### config.mk
export PLATFORM = sky130hd
export DESIGN_NAME = maxpool_ctrl
export DESIGN_NICKNAME = d
export VERILOG_FILES = /design/src/rtl/cnn_pkg.sv /design/src/rtl/pool_max2.sv /design/src/rtl/maxpool_ctrl.sv
export SDC_FILE = /design/constraint.sdc
export NUM_CORES = 1
export LEC_CHECK = 0
export CORE_MARGIN = 2
export CORE_UTILIZATION = 40
export DETAILED_ROUTE_END_ITERATION = 8
export HOLD_SLACK_MARGIN = 0.02
export PLACE_DENSITY = 0.68
export SKIP_LAST_GASP = 1
export SYNTH_ARGS = -nofsm -noshare
export SYNTH_HDL_FRONTEND = slang
export SYNTH_SLANG_ARGS = --single-unit
export TNS_END_PERCENT = 100
### constraint.sdc
create_clock -name clk -period 11.9 [get_ports clk]
set_input_delay 2.38 -clock clk [delete_from_list [all_inputs] [get_ports clk]]
set_output_delay 2.38 -clock clk [all_outputs]
set_load 0.01 [all_outputs]
### src/rtl/cnn_pkg.sv
// Shared definitions for the CNN pooling blocks: default pixel width,
// controller state encoding and counter width helper.
package cnn_pkg;

  localparam int BIT_WIDTH_DEF = 32;

  typedef enum logic [1:0] {
    ST_IDLE  = 2'd0,
    ST_RUN   = 2'd1,
    ST_DRAIN = 2'd2,
    ST_DONE  = 2'd3
  } pool_state_e;

  // Bits needed to count 0..n-1, never less than one.
  function automatic int cnt_w(input int n);
    return (n <= 2) ? 1 : $clog2(n);
  endfunction

endpackage

### src/rtl/pool_max2.sv
// Combinational two's-complement signed maximum of two pixels.
module pool_max2
  import cnn_pkg::*;
#(
  parameter int BIT_WIDTH = BIT_WIDTH_DEF
) (
  input  logic signed [BIT_WIDTH-1:0] a_i,
  input  logic signed [BIT_WIDTH-1:0] b_i,
  output logic signed [BIT_WIDTH-1:0] max_o
);

  assign max_o = (a_i >= b_i) ? a_i : b_i;

endmodule

### src/rtl/maxpool_ctrl.sv
// 2x2 max-pooling controller: takes one column of a row pair per accept and
// emits one pooled pixel for every two columns, row-major through the frame.
module maxpool_ctrl
  import cnn_pkg::*;
#(
  parameter int BIT_WIDTH     = BIT_WIDTH_DEF,
  parameter int IMG_WIDTH     = 28,
  parameter int NUM_ROW_PAIRS = 14,
  localparam int COL_W        = cnt_w(IMG_WIDTH),
  localparam int ROW_W        = cnt_w(NUM_ROW_PAIRS),
  localparam int OCOL_W       = cnt_w(IMG_WIDTH / 2)
) (
  input  logic                        clk,
  input  logic                        rst,
  input  logic                        start,
  input  logic                        in_valid,
  input  logic signed [BIT_WIDTH-1:0] in1,
  input  logic signed [BIT_WIDTH-1:0] in2,
  output logic                        in_ready,
  output logic                        out_valid,
  output logic signed [BIT_WIDTH-1:0] out_data,
  output logic [OCOL_W-1:0]           out_col,
  input  logic                        out_ready,
  output logic                        busy,
  output logic                        done,
  output pool_state_e                 dbg_state
);

  // Handshakes: a transfer happens on a rising edge where valid and ready are
  // both high; a producer holding valid keeps its payload stable until then.

  pool_state_e                 state_q, state_d;
  logic [COL_W-1:0]            col_q, col_d;
  logic [ROW_W-1:0]            row_q, row_d;
  logic signed [BIT_WIDTH-1:0] hold_q, hold_d;
  logic signed [BIT_WIDTH-1:0] out_data_q, out_data_d;
  logic [OCOL_W-1:0]           out_col_q, out_col_d;
  logic                        out_valid_q, out_valid_d;

  logic signed [BIT_WIDTH-1:0] pair_max, hold_in1_max, win_max;
  logic                        accept;

  pool_max2 #(.BIT_WIDTH(BIT_WIDTH)) u_pair (.a_i(in1),          .b_i(in2), .max_o(pair_max));
  pool_max2 #(.BIT_WIDTH(BIT_WIDTH)) u_hold (.a_i(hold_q),       .b_i(in1), .max_o(hold_in1_max));
  pool_max2 #(.BIT_WIDTH(BIT_WIDTH)) u_win  (.a_i(hold_in1_max), .b_i(in2), .max_o(win_max));

  assign in_ready  = (state_q == ST_RUN) && (!out_valid_q || out_ready);
  assign accept    = in_valid && in_ready;
  assign out_valid = out_valid_q;
  assign out_data  = out_data_q;
  assign out_col   = out_col_q;
  assign busy      = (state_q != ST_IDLE);
  assign done      = (state_q == ST_DONE);
  assign dbg_state = state_q;

  always_comb begin
    state_d     = state_q;
    col_d       = col_q;
    row_d       = row_q;
    hold_d      = hold_q;
    out_data_d  = out_data_q;
    out_col_d   = out_col_q;
    out_valid_d = out_valid_q;

    // A handshake frees the output slot; an odd-column load below may refill it.
    if (out_valid_q && out_ready) out_valid_d = 1'b0;

    case (state_q)
      ST_IDLE: begin
        if (start) begin
          state_d = ST_RUN;
          col_d   = '0;
          row_d   = '0;
          hold_d  = '0;
        end
      end
      ST_RUN: begin
        if (accept) begin
          if (!col_q[0]) begin
            hold_d = pair_max;
          end else begin
            out_data_d  = win_max;
            out_col_d   = OCOL_W'(col_q >> 1);
            out_valid_d = 1'b1;
          end
          if (col_q == COL_W'(IMG_WIDTH - 1)) begin
            col_d = '0;
            if (row_q == ROW_W'(NUM_ROW_PAIRS - 1)) begin
              row_d   = '0;
              state_d = ST_DRAIN;
            end else begin
              row_d = row_q + ROW_W'(1);
            end
          end else begin
            col_d = col_q + COL_W'(1);
          end
        end
      end
      ST_DRAIN: begin
        if (!out_valid_q) state_d = ST_DONE;
      end
      ST_DONE: state_d = ST_IDLE;
      default: state_d = ST_IDLE;
    endcase
  end

  always_ff @(posedge clk or posedge rst) begin
    if (rst) begin
      state_q     <= ST_IDLE;
      col_q       <= '0;
      row_q       <= '0;
      hold_q      <= '0;
      out_data_q  <= '0;
      out_col_q   <= '0;
      out_valid_q <= 1'b0;
    end else begin
      state_q     <= state_d;
      col_q       <= col_d;
      row_q       <= row_d;
      hold_q      <= hold_d;
      out_data_q  <= out_data_d;
      out_col_q   <= out_col_d;
      out_valid_q <= out_valid_d;
    end
  end

endmodule

==> reports/qor.txt <==
Status: finished, final reports clean
Power per standard cell area: 190 nW/um2
Ys async rst share: 1.00
Total setup buffers inserted after CTS: 0
Setup violations, final: 0
Final ANT Viol Nets: 0
Worst Path Required: 12.12 ns
Worst Hold Depth: 1
Area leader, netlist: dfrtp_1
LEAKAGE: 4.18 nW
Post-detail-place hpwl: 13.1 mm
# hold bufs at CTS: 0
Vias per cell: 5.38
Syn nets: 914
H-tree depth: 3
Area grow syn2layout: 25.3%
Clk sinks: 80
Clk Latency, worst-skew pair: 0.35 ns
Critical Path AT: 8.33 ns
Syn Inst Count: 742
CTS max path bufs: 2
Synth area leaders: dfrtp_1 31%, ha_1 20%, mux2i_1 10%, inv_1 6.0%, nand2_1 6.0%
Primary FF master, synth: dfrtp_1
Slew Limit Fails: 0
Post-synth EDFFs: 0
Hold Fails Final Rpt: 0
Die X-Extent: 131 um
Clock skew: 0.00671 ns
Fin Setup TNS: 0 ns
Max Fclk: 123 MHz
Ys Warns: 0
Mapped cell area: 6430 um2
Reg2reg path depth: 21
CTS clk-pin slew, worst paths: 0.07 ns
HP Class: flip-flop to flip-flop
Fillers: 1512
Reg2reg end: out_data[31]$_DFFE_PP0P_
Chip height: 131 um
Final worst setup slack: 3.79 ns
Initial antenna violation count: 0
Core Box Area: 15800 um2
FF-to-FF setup slack: 6.03 ns
Routed WL: 17.7 mm
CTS tree: yes
Worst vdd ir: 0.150 mV
Vias in the first global route: 5783
Post-CTS Resized: 0
DRC Markers: 0
Gr usage total: 0.217
NumNets Final: 1016
Share of the cycle needed by the critical path after routing: 0.681
Worst Path Max Fanout: 33
Worst Tran Pin Value: 1.07 ns
WS Path Type: input port to flip-flop
Netlist cell types: 46
Starting Density: 0.408
Post-synthesis sequential area ratio: 0.311
Reg area: 2000 um2
Largest net degree at the start of global routing: 81
Max-cap violations: 0
Commonest cells in the netlist: 103 x ha_1, 103 x inv_1, 102 x nand2_1
Share of the synthesized area in the top cell type: 0.311
# IOs: 111
Hold WS: 0.476 ns
Multi-input logic area: 3920 um2
1st-iter DRT viols: 400
Fin crit period: 8.11 ns
Rows: 46
Clock Tree Root: clkbuf_16
Routed via count: 5730
Total power: 1.53 mW
Grt total ovfl: 0
Share of cells above drive strength 1: 0.0389
Slew HR: 0.288
# diodes: 0
Synthesized area per cell: 8.66 um2
First-pass GRT wire length: 28.8 mm
Die area: 17100 um2
CP startpoint kind: input port
IO Port Bufs: 110
Gp weighted congestion: 0.898
Hold Path Sink: row_q[3]$_DFFE_PP0P_
Drt wl/cell: 16.6 um
Worst r2r src: hold_q[31]$_DFFE_PP0P_
1st-pass router iterations: 5
Place WS: 3.51 ns
Hold Crit Start: row_q[3]$_DFFE_PP0P_
Seq cells post-synth: 80
Endpoint class of the critical path: flip-flop
RSZ-0062 raised after global routing: no
Cts bufs inserted: 9
where the power goes:
group          switching (mW)  internal [mW]
registers              0.0678          0.362
clock network           0.122          0.169
logic                   0.457          0.353
how the worst max path moves through the flow:
stage	endpoint	depth (start not counted)	start	slack, ns
2_1_floorplan	out_data[2]$_DFFE_PP0P_	23	in1[27]	5.64
3_3_place_gp	out_data[21]$_DFFE_PP0P_	23	in1[30]	3.66
3_5_place_dp	out_data[31]$_DFFE_PP0P_	23	in1[31]	3.51
4_1_cts	out_data[31]$_DFFE_PP0P_	23	in1[31]	3.87
5_1_grt	out_data[20]$_DFFE_PP0P_	23	in1[30]	3.33
6_report	out_data[31]$_DFFE_PP0P_	23	in1[31]	3.79
critical path, cell delays in order:
cell and delay, ns:
clkdlybuf4s50_1 0.55, inv_1 0.07, ha_1 0.34, nand4_1 0.19, nor4b_2 0.38, nand2_1 0.09
o211ai_1 0.11, xnor2_1 0.14, a31o_2 0.44, buf_4 0.44, mux2i_1 0.32, inv_1 0.08
ha_1 0.34, nand4_1 0.13, nor3_1 0.08, a211oi_1 0.35, nand3b_1 0.12, a21o_1 0.18
o22ai_2 0.10, buf_4 0.41, or2_1 0.56, buf_4 0.37, o211ai_1 0.14
state kept, by name (all words and copies together), names as in the netlist:
name       cells
out_valid      1
out_col        4
col_q          5
dbg_state      2
hold_q        32
row_q          4
out_data      32
metal layers:
layer  share of wire  vias to the layer above  global-route usage  wire length [um]
met4           0.015                        0              0.0551               257
met2            0.46                      182               0.362              8120
met5               0                        -                   0                 0
met1            0.47                     2722               0.290              8270
li1                -                     2807                   -                 -
met3           0.060                       19              0.0415              1060
metrics by stage:
step / utilization / instance area [um2] / cells
final: 0.511 / 8060 / 1065
after global routing: 0.511 / 8060 / 1065
after CTS: 0.511 / 8060 / 1065
after detailed placement: 0.491 / 7750 / 1049
after global placement: 0.491 / 7750 / 1049
after floorplan: - / 6430 / 742
placed cells by master (no fill, tap or decap), types with 2 or more instances in the layout:
cell type | synthesis | final
nand2b_1 | 3 | 3
nand4_1 | 18 | 18
a211oi_1 | 5 | 5
nand4b_1 | 2 | 2
clkbuf_16 | 0 | 9
clkinv_4 | 0 | 3
and3_1 | 2 | 2
a221oi_1 | 3 | 3
clkinv_2 | 0 | 2
o21ai_0 | 20 | 20
buf_4 | 1 | 9
xor2_1 | 3 | 3
clkdlybuf4s50_1 | 0 | 110
a21o_1 | 19 | 19
nor2_1 | 14 | 13
o21ai_1 | 30 | 30
dfrtp_1 | 80 | 80
nand3_1 | 44 | 44
a21oi_1 | 36 | 36
ha_1 | 103 | 103
inv_1 | 103 | 102
nor3_1 | 3 | 3
nand2_1 | 102 | 102
or3_1 | 2 | 2
o211ai_1 | 34 | 34
and2_1 | 2 | 2
and4_1 | 3 | 3
mux2i_1 | 64 | 64
layout make-up:
class	count	area share
repair buffers	119	0.145
flip-flops and latches	80	0.249
clock inverters	6	0.00854
well taps	216	0.0336
inverters	103	0.0482
multi-input cells	531	0.486
clock buffers	10	0.0297
kinds of logic (layout without fill, tap and decap cells):
logic type	after synthesis	count (layout)	synth area share
buffers and inverters	131	238	0.0816
adders and majority gates	103	103	0.201
AOI/OAI and AO/OA	158	158	0.153
DFF	80	80	0.311
muxes	66	66	0.104
xor gates and xnor gates	4	4	0.00545
and+or+nand+nor	200	200	0.144
Power figures use the tool's default switching activity.
